$ cat config.mk
export PLATFORM = sky130hd
export DESIGN_NAME = pipe_ctrl
export DESIGN_NICKNAME = d
export VERILOG_FILES = /design/src/rtl/pipe_ctrl_pkg.sv /design/src/rtl/pipe_ctrl_wdog.sv /design/src/rtl/pipe_ctrl.sv
export SDC_FILE = /design/constraint.sdc
export NUM_CORES = 1
export LEC_CHECK = 0
export CELL_PAD_IN_SITES_DETAIL_PLACEMENT = 1
export CELL_PAD_IN_SITES_GLOBAL_PLACEMENT = 2
export CORE_ASPECT_RATIO = 1.2
export CORE_MARGIN = 8
export CORE_UTILIZATION = 34
export CTS_CLUSTER_SIZE = 24
export DETAILED_ROUTE_END_ITERATION = 8
export DONT_BUFFER_PORTS = 1
export GPL_TIMING_DRIVEN = 0
export MAX_ROUTING_LAYER = met4
export PLACE_DENSITY_LB_ADDON = 0.1
export SKIP_CTS_REPAIR_TIMING = 1
export SLEW_MARGIN = 15
export SYNTH_ARGS = -nofsm -noshare
export SYNTH_HDL_FRONTEND = slang
export SYNTH_SLANG_ARGS = --single-unit
$ cat constraint.sdc
create_clock -name clk -period 2.9 [get_ports clk]
set_input_delay 0.29 -clock clk [delete_from_list [all_inputs] [get_ports clk]]
set_output_delay 0.29 -clock clk [all_outputs]
set_load 0.01 [all_outputs]
$ cat src/rtl/pipe_ctrl_pkg.sv
// pipe_ctrl_pkg
//   Shared definitions for the pipeline control unit: stall vector width,
//   the four stall codes, the ERET excepttype code, the FSM state encoding
//   and the default exception entry address.
package pipe_ctrl_pkg;

    localparam int STALL_W = 6;

    // Stall vector bit order is {wb, mem, ex, id, if, pc}
    localparam logic [STALL_W-1:0] STALL_NONE = 6'b000000;
    localparam logic [STALL_W-1:0] STALL_IF   = 6'b000011;
    localparam logic [STALL_W-1:0] STALL_ID   = 6'b000111;
    localparam logic [STALL_W-1:0] STALL_EX   = 6'b001111;
    localparam logic [STALL_W-1:0] STALL_MEM  = 6'b011111;

    localparam logic [31:0] EXC_ERET        = 32'h0000_000e;
    localparam logic [31:0] EXC_VEC_DEFAULT = 32'h0000_0020;

    typedef enum logic {
        ST_RUN     = 1'b0,
        ST_RECOVER = 1'b1
    } state_t;

    // The deepest requesting stage wins: it must hold itself and everything
    // upstream of it.
    function automatic logic [STALL_W-1:0] stall_code(
        input logic req_if,
        input logic req_id,
        input logic req_ex,
        input logic req_mem
    );
        if (req_mem)     return STALL_MEM;
        else if (req_ex) return STALL_EX;
        else if (req_id) return STALL_ID;
        else if (req_if) return STALL_IF;
        else             return STALL_NONE;
    endfunction

endpackage

$ cat src/rtl/pipe_ctrl_wdog.sv
// pipe_ctrl_wdog
//   Stall watchdog: counts consecutive stalled cycles and raises a sticky
//   flag once the count reaches WDOG_MAX.
// Ports:
//   clk          core clock, rising edge
//   rst          asynchronous reset, active low
//   stall_active stall vector is nonzero this cycle
//   flush        pipeline flush this cycle
//   trip_o       sticky watchdog flag, cleared only by reset
module pipe_ctrl_wdog #(
    parameter int WDOG_MAX = 1024
) (
    input  logic clk,
    input  logic rst,
    input  logic stall_active,
    input  logic flush,
    output logic trip_o
);

    // The flag must already read 1 after the edge on which the count
    // reaches WDOG_MAX, so it is set alongside the final increment.
    localparam logic [10:0] WDOG_LAST = 11'(WDOG_MAX - 1);

    logic [10:0] cnt;

    // Once tripped the counter is frozen; only reset clears it.
    always_ff @(posedge clk or negedge rst) begin
        if (!rst) begin
            cnt    <= '0;
            trip_o <= 1'b0;
        end else if (!trip_o) begin
            if (flush || !stall_active) begin
                cnt <= '0;
            end else begin
                cnt <= cnt + 11'd1;
                if (cnt == WDOG_LAST) begin
                    trip_o <= 1'b1;
                end
            end
        end
    end

endmodule

$ cat src/rtl/pipe_ctrl.sv
// pipe_ctrl
//   Pipeline control unit for the five-stage core. Merges stage stall
//   requests and MEM-stage exception/ERET indications into the per-stage
//   stall vector, the flush strobe and the redirect PC. A one-cycle RECOVER
//   state masks the flushed MEM slot after a redirect.
// Ports:
//   clk          core clock, rising edge
//   rst          asynchronous reset, active low
//   stallreq_if  fetch bus not ready
//   stallreq_id  load-use hazard
//   stallreq_ex  multi-cycle mult/div in progress
//   stallreq_mem data bus not ready
//   excepttype_i MEM exception code: 0 none, 0xe ERET, other exception
//   cp0_epc_i    return address for ERET
//   stall_o      {wb, mem, ex, id, if, pc} hold vector
//   flush_o      clear all pipeline buffers this cycle
//   new_pc_o     redirect target, valid with flush_o
//   wdog_trip_o  sticky watchdog flag
//   stall_cnt_o  saturating count of stalled cycles
module pipe_ctrl
    import pipe_ctrl_pkg::*;
#(
    parameter int          WDOG_MAX = 1024,
    parameter logic [31:0] EXC_VEC  = EXC_VEC_DEFAULT
) (
    input  logic               clk,
    input  logic               rst,
    input  logic               stallreq_if,
    input  logic               stallreq_id,
    input  logic               stallreq_ex,
    input  logic               stallreq_mem,
    input  logic [31:0]        excepttype_i,
    input  logic [31:0]        cp0_epc_i,
    output logic [STALL_W-1:0] stall_o,
    output logic               flush_o,
    output logic [31:0]        new_pc_o,
    output logic               wdog_trip_o,
    output logic [31:0]        stall_cnt_o
);

    state_t state;
    logic   take_exc;

    // In RECOVER the MEM slot is a flushed bubble, so its excepttype is stale.
    assign take_exc = (state == ST_RUN) && (excepttype_i != 32'd0);

    // Outputs are combinational so a hazard stalls in the cycle it is seen.
    // Reset is folded in so the outputs drop the moment rst goes low.
    always_comb begin
        stall_o  = STALL_NONE;
        flush_o  = 1'b0;
        new_pc_o = 32'd0;
        if (rst) begin
            if (take_exc) begin
                flush_o  = 1'b1;
                new_pc_o = (excepttype_i == EXC_ERET) ? cp0_epc_i : EXC_VEC;
            end else begin
                stall_o = stall_code(stallreq_if, stallreq_id,
                                     stallreq_ex, stallreq_mem);
            end
        end
    end

    always_ff @(posedge clk or negedge rst) begin
        if (!rst) begin
            state <= ST_RUN;
        end else begin
            state <= take_exc ? ST_RECOVER : ST_RUN;
        end
    end

    always_ff @(posedge clk or negedge rst) begin
        if (!rst) begin
            stall_cnt_o <= 32'd0;
        end else if ((stall_o != STALL_NONE) && (stall_cnt_o != 32'hFFFF_FFFF)) begin
            stall_cnt_o <= stall_cnt_o + 32'd1;
        end
    end

    pipe_ctrl_wdog #(
        .WDOG_MAX (WDOG_MAX)
    ) u_wdog (
        .clk          (clk),
        .rst          (rst),
        .stall_active (stall_o != STALL_NONE),
        .flush        (flush_o),
        .trip_o       (wdog_trip_o)
    );

endmodule
======== Word-level counts from Yosys, hierarchy flattened ========
Index checks and enable logic that the tools add are counted.
Widths: inputs -> output; s select.
word-level totals
  register bits after elaboration ......... 45
  bits in latches ......................... 0
  RAM bits ................................ 0
  bits in read-only memories .............. 0
  input port bits ......................... 70
  output and inout bits ................... 72
  word-level logic and storage cells ...... 31
  memories ................................ 0
operators by class
  $add $sub $neg .......................... 2
  multiply operators ...................... 0
  divide/modulo/power cells ............... 0
  order comparisons ....................... 0
  equality and inequality tests ........... 3
  shift-type cells ........................ 0
  multiplexer cells ....................... 15
  bitwise operators ....................... 1
  reduce and logical (&&, ||, !) cells .... 6
operators with widths
  kind                   count
  $mux 32                3
  $add 32x1->32 const B  1
  $eq 32x4->1 const B    1
  $ne 32x32->1 const B   1
  $reduce_bool 32->1     1
  $add 11x1->11 const B  1
  $eq 11x10->1 const B   1
  $mux 11                1
  $mux 5                 2
  $mux 6                 1
  $reduce_bool 6->1      1
  $mux 1                 5
  $mux 4                 1
  $mux 3                 1
  $logic_and 1x1->1      2
  $mux 2                 1
  $logic_not 1->1        1
  $logic_or 1x1->1       1
  $not 1->1              1

======== Longest topological paths before layout ========
Gate-level depths: netlist of the first run.
  depth after elaboration ................. 11
  depth in mapped cells ................... 8

======== Modules after synthesis ========
Synthesis of the first run repeated with hierarchy kept, for this count alone.
unflattened totals
  cells, all modules ...................... 269
  area, all modules ....................... 2585.0 µm²
by module, submodules not included
  module          instances  cells each  area each (µm²)  seq. area each (µm²)
  pipe_ctrl       1          206         1950.6           825.8
  pipe_ctrl_wdog  1          63          634.4            300.3

======== Worst setup path before layout of the first run ========
Ideal clock, no wire load.
  path type ............................... reg-to-reg
  start ................................... register stall_cnt_o[0]
  end ..................................... register stall_cnt_o[1]
  library setup time ...................... 0.125 ns
  arrival time ............................ 2.182 ns
  data required time ...................... 2.775 ns
  setup slack ............................. 0.593 ns
  cell stages (with the launch flop) ...... 8
  period minus slack after synthesis ...... 2.307 ns
  cell sequence ........................... dfrtp_1 > ha_1 > nand2_1 > nor4_1 > and4_1 > nor3_1 > clkbuf_1 > mux2_2
between the ends
  cells in the longest elaborated chain, start to end .. 2
RTL lines
  item                                                                   RTL line         source
  start, declared                                                        pipe_ctrl.sv:38  output logic [31:0] stall_cnt_o
  start signal, assigned                                                 pipe_ctrl.sv:76  stall_cnt_o <= stall_cnt_o + 32'd1;
  parallel branches: the longest is 2 deep, another holds $add 32x1->32  --
Parallel ways; which one is timed is not known.
A chain may end at the register's enable or synchronous reset.

======== Final worst setup path of the first run ========
Ends and elaborated chain as after synthesis.

==> out/metrics.yaml, run 1 <==
status: "finished, final reports clean"
synth-seq-area-share: 0.4407
multi_input_area_um2: 1354
synth-edff-count: 0
grt_max_degree: 51
grt_antenna_before_repair: 0
cts_tree: "built"
fin_nets: 361
drive_gt1_frac: 0.07931
synthesis.nets: 352
io_pins: 142
clkPwrFrac: 0.348
path_max_fanout: 10
grt_pass1_vias: 2293
drv_cap: 0
grt_pass1_wl_mm: 12.31
power_leakage_uw: 0.001167
cts_buffers: 5
dieArea_um2: 10560
seqPwrFrac: 0.551
synth_cell_type_count: 36
synth_area_um2: 2555
final_hold_viol_count: 0
fin_skew_ns: 0.007268
period_needed_ns: 2.636
synth_top_cell_by_area: "dfrtp_1"
drt_iter0_drc: 61
vias: 2084
synth_flop_cell: "dfrtp_1"
drv_slew: 0
netSwitchingPower_uw: 389.0
die_width_um: 95.14
fmax_ghz: 0.3794
rsz0062_at_grt: "false"
globalplace.congestion: 0.7387
hpwl_mm: 5.827
synth_top_area_share: 0.4407
die_height_um: 111.0
coreArea_um2: 7274
avgSynthCellArea_um2: 9.125
powerDensity_nw_per_um2: 500.0
crit_chain: "ha_1 -> nand2_1 -> nor4_2 -> and4_1 -> nor3_1 -> clkbuf_1 -> mux2_2"
path_class: "reg -> reg"
synthMostInstantiatedCell: "dfrtp_1"
vias_per_cell: 5.484
cts_root_buf: "clkbuf_8"
clk-insertion-delay-late_ns: 0.29
critPathMaxStageDelay_ns: 0.68
cts_sinks: 45
globalRouteTotalUtil: 0.1466
overflow: 0
placed_area_um2: 2680
clock_path_buffers: 2
p_comb_frac: 0.102
whs_ns: 0.3522
regArea_um2: 1126
synthArstFlopShare: 1.000
maxSlewHeadroom: 0.4450
synthTopCellsByCount: "dfrtp_1 (45), and2_1 (31), nand2_1 (23)"
syn2layout_area_growth_pct: 10.92
tightest_slew_ns: 0.8256
critPathRequiredTime_ns: 3.09
drc: 0
start_util: 0.3512
clk_pin_slew_ns: 0.09
ir_drop_v: 0.0003858
fillCellCount: 858
n_antenna_cell: 0
routed_wl_mm: 7.382
sw_frac_of_total: 0.2745
rows: 34
drtAntennaViolNets: 0
intPower_uw: 1028
stdcell_area_um2: 2834
synth_area_leaders: "dfrtp_1 (44%), and2_1 (7.6%), xnor2_1 (6.9%), nand4_1 (3.9%), xor2_1 (3.8%)"
critPathArrivalTime_ns: 2.82
start_kind: "flop"
syn_inst: 280
drt_first_pass_iters: 4
port_buffers: 0
cp-end-kind: "flop"
wire_per_inst_um: 19.43
fin_crit_sh: 0.9088
yosys_register_bits: 45
hold_class: "in -> reg"
ys_warn_count: 0
fin_setup_tns_ns: 0
h-tree-depth: 2
finalSetupViolCount: 0
cpMaxStageDelayCell: "nor4_2"
==> registers in the layout, summed over array words and instances, names as in the netlist <==
name / cells
state: 1
stall_cnt_o: 32
u_wdog.trip_o: 1
u_wdog.cnt: 11
==> cell families (layout without fill, tap and decap cells) <==
kind of cell	count (synthesis)	count (layout)	share of synthesized area
flip-flops	45	45	0.4407
XOR/XNOR	31	31	0.1063
other	1	1	0.001468
buffers and inverters	21	31	0.03427
AO/OA/AOI/OAI	21	21	0.05240
multiplexers	3	3	0.01273
adder cells (fa/ha/maj)	2	2	0.009793
AND/OR/NAND/NOR	156	156	0.3423
==> critical path: cells and delay by family (launching register included) <==
family | cells | cell delay (ns)
AND/OR/NAND/NOR | 4 | 1.18
flip-flops | 1 | 0.49
multiplexers | 1 | 0.33
buffers and inverters | 1 | 0.27
adder cells (fa/ha/maj) | 1 | 0.24
==> layout by cell type, fill, tap and decap left out, types with 2 or more instances in the layout <==
master | Yosys | final
ha_1 | 2 | 2
inv_1 | 8 | 8
nand3_1 | 19 | 19
clkbuf_8 | 0 | 6
and2_1 | 31 | 31
or2_2 | 2 | 2
mux2_2 | 2 | 2
o21ai_0 | 9 | 9
nor4_1 | 8 | 6
dfrtp_1 | 45 | 45
nor4_2 | 3 | 5
a21oi_1 | 7 | 7
a21o_1 | 2 | 2
buf_4 | 2 | 2
nand2_1 | 23 | 23
xor2_1 | 11 | 11
and3_1 | 10 | 10
clkbuf_1 | 7 | 8
nor3_1 | 12 | 12
or4_1 | 6 | 6
nor2_1 | 17 | 17
xnor2_1 | 20 | 20
nand4_1 | 16 | 16
or3_1 | 5 | 5
==> power by group through the flow <==
stage	clock network [uW]	registers (uW)	logic (uW)
after floorplan	0	770	104
after global placement	0	794	122
after detailed placement	0	794	129
after CTS	512	783	128
after global routing	536	794	164
final	493	780	144
==> layout make-up <==
type,count,area share
plain buffers,11,0.01766
clock buffers,7,0.03046
clock inverters,1,0.01060
inverters,10,0.01325
multi-input cells,214,0.4777
flip-flops and latches,45,0.3974
well taps,90,0.03974
repair buffers,2,0.01325
==> per-layer routing <==
metal | global-route usage | vias to the layer above | share of wire
met2 | 0.2298 | 72 | 0.50
met5 | - | - | 0
met4 | 0.02818 | 0 | 0.0053
met1 | 0.1828 | 1016 | 0.43
met3 | 0.04133 | 4 | 0.066
li1 | - | 992 | -
==> metrics by stage <==
| stage | setup slack (ns) | utilization | instances | total power, uW |
|---|---|---|---|---|
| CTS | 0.1979 | 0.3844 | 378 | 1423 |
| global route | 0.03158 | 0.3896 | 380 | 1494 |
| global placement | -0.2405 | 0.3667 | 370 | 915.7 |
| floorplan | 0.5930 | - | 280 | 874.6 |
| finish | 0.2644 | 0.3896 | 380 | 1417 |
| detailed placement | 0.2181 | 0.3684 | 370 | 923.4 |
==> path summary, 6_finish.rpt <==
check / startpoint / endpoint / slack (ns) / cells past startpoint
worst min-delay path: excepttype_i[8] / state / 0.35 / 4
worst max-delay path: stall_cnt_o[0] / stall_cnt_o[1] / 0.26 / 7
min in group asynchronous: rst / u_wdog.cnt[7] / 0.50 / 2
worst min register to register: u_wdog.cnt[10] / u_wdog.trip_o / 0.51 / 1
worst max register to register: stall_cnt_o[0] / stall_cnt_o[1] / 0.26 / 7
max in group asynchronous: rst / u_wdog.cnt[0] / 2.17 / 2
Power figures use the tool's default switching activity.
==> inputs of run 2 (changes only) <==
Settings changed: CORE_UTILIZATION 34 to 21, DONT_BUFFER_PORTS 1 to default.
==> out/metrics.yaml, run 2 (synthesis results as in run 1) <==
critPathMaxStageDelay_ns: 0.53  # -0.15 ns
grt_antenna_before_repair: 0  # unchanged
final_hold_viol_count: 0  # unchanged
fin_crit_sh: 0.9744  # +0.06558
clk_pin_slew_ns: 0.07  # -0.02 ns
clkPwrFrac: 0.339  # -0.009
port_buffers: 140  # +140
drt_first_pass_iters: 4  # unchanged
crit_family: "buffers and inverters"
period_needed_ns: 2.826  # +0.1902 ns
fin_setup_tns_ns: 0  # unchanged
path_class: "in -> out"
fillCellCount: 1418  # +65%
routed_wl_mm: 10.62  # +44%
coreArea_um2: 12000  # +65%
tightest_slew_ns: 0.7923  # -0.03329 ns
ir_drop_v: 0.0003059  # -21%
io_pins: 142  # unchanged
drv_cap: 0  # unchanged
power_leakage_uw: 0.002143  # +84%
vias: 2665  # +28%
hold_class: "in -> async"
critPathRequiredTime_ns: 2.61  # -0.48 ns
fin_cells: 598  # +57%
start_kind: "primary input"
n_antenna_cell: 0  # unchanged
overflow: 0  # unchanged
critPathArrivalTime_ns: 2.54  # -0.28 ns
fin_nets: 508  # +41%
netSwitchingPower_uw: 464.7  # +19%
finalSetupViolCount: 0  # unchanged
dieArea_um2: 15970  # +51%
clk-insertion-delay-late_ns: 0.29  # about the same
path_common_cell: "buf_4"
drt_iter0_drc: 68  # +11%
final_common_cell: "clkdlybuf4s50_1"
fin_skew_ns: 0.008531  # +0.001263 ns
maxSlewHeadroom: 0.4674  # +0.02238
drc: 0  # unchanged
crit_chain: "clkdlybuf4s50_1 -> nor4_2 -> nand4_1 -> buf_4 -> nor4_4 -> buf_4 -> buf_4 -> and2_1 -> clkdlybuf4s50_1"
cts_sinks: 45  # unchanged
cts_buffers: 5  # unchanged
drv_slew: 0  # unchanged
p_comb_frac: 0.216  # +0.114
drive_gt1_frac: 0.09611  # +0.01680
dp.cells: 582  # +57%
die_width_um: 116.7  # +23%
powerDensity_nw_per_um2: 376.8  # -25%
hpwl_mm: 8.506  # +46%
syn2layout_area_growth_pct: 75.71
mostFrequentLayoutCells: "clkdlybuf4s50_1 (118), dfrtp_1 (45), and2_1 (31), nand2_1 (23), dlymetal6s2s_1 (21)"
vias_per_cell: 4.457  # -19%
globalRouteTotalUtil: 0.1379  # -0.008746
grt_pass1_vias: 2931  # +28%
globalplace.congestion: 0.7378  # -0.12%
regMostFlops: "stall_cnt_o"
status: "finished, final reports clean"
place_ws_ns: -0.4965  # -0.7146 ns
fmax_ghz: 0.3539  # -6.7%
clock_path_buffers: 2  # unchanged
seqPwrFrac: 0.445  # -0.106
cpMaxStageDelayCell: "clkdlybuf4s50_1"
path_max_fanout: 10  # unchanged
intPower_uw: 1227  # +19%
largest_reg_flops: 32  # unchanged
reg_top3: "stall_cnt_o: 32 flops, u_wdog.cnt: 11 flops"
critPathBufInv: 5  # +4
grt_max_degree: 51  # unchanged
cts_tree: "built"
drtAntennaViolNets: 0  # unchanged
start_util: 0.2129  # -0.1383
setup_ws_ns: 0.07425  # -0.1902 ns
rows: 44  # +29%
sw_frac_of_total: 0.2747  # about the same
cp-end-kind: "primary output"
die_height_um: 136.8  # +23%
cts_root_buf: "clkbuf_16"
wire_per_inst_um: 17.75  # -8.6%
h-tree-depth: 2  # unchanged
grt_pass1_wl_mm: 16.39  # +33%
-- run 2: changes by cell type in the layout (fill, tap and decap cells not counted), sizes merged --
| cell | change |
|---|---|
| buf | +11 |
| bufinv | -1 |
| clkbuf | -5 |
| clkdlybuf4s50 | +118 |
| clkinv | -1 |
| clkinvlp | +5 |
| dlygate4sd3 | -1 |
| dlymetal6s2s | +21 |
-- run 2: worst register-to-register path: cells and delay by family (launching register included) --
kind / cells / cell delay, ns
and+or+nand+nor: 4 / 1.19
DFF: 1 / 0.43
muxes: 1 / 0.31
buffers and inverters: 1 / 0.25
adders and majority gates: 1 / 0.23
-- run 2: power by group through the flow --
stage	combinational, uW	sequential (uW)	clock [uW]
after global placement	363	762	0
final	366	752	573
after global routing	402	762	624
after floorplan	104	770	0
after CTS	369	753	595
after detailed placement	367	763	0
-- run 2: per-layer routing --
layer  global-route usage  routed length, um  up-vias
met1               0.1365               3806     1321
met3              0.03753                542       10
met5                    -                  0        -
met2               0.2581               6075       50
met4              0.03564                192        0
li1                     -                  -     1284
-- run 2: stage by stage --
step                cell area (um^2)  power (uW)  hold WS, ns    util
detailed placement              4173        1130       0.3648  0.3477
global route                    4489        1788      0.07164  0.3741
CTS                             4320        1717      0.05624  0.3600
global placement                4158        1125       0.4824  0.3464
finish                          4489        1691      0.01526  0.3741
floorplan                       2555       874.6    -0.005591       -
-- run 2: layout make-up --
cell class                 count  area [um^2]  area share
tap                          161        201.4     0.04487
buffer                        11        70.07     0.01561
multi-input combinational    214         1389      0.3094
timing repair buffer         148         1509      0.3361
clock inverter                 3        22.52    0.005017
clock buffer                   5        125.1     0.02787
sequential                    45         1126      0.2508
inverter                      10        41.29    0.009197
timing repair inverter         1        5.005    0.001115
-- run 2: final timing paths --
path                                        from         endpoint  slack, ns  cells after the start
worst min-delay path                         rst    u_wdog.cnt[8]       0.02                      1
min in group clk                 stall_cnt_o[28]  stall_cnt_o[28]       0.50                      1
max in group asynchronous                    rst    u_wdog.cnt[3]       2.42                      1
worst max-delay path            excepttype_i[22]     new_pc_o[20]       0.07                      9
worst max register to register    stall_cnt_o[0]   stall_cnt_o[1]       0.39                      7
worst min register to register   stall_cnt_o[28]  stall_cnt_o[28]       0.50                      1
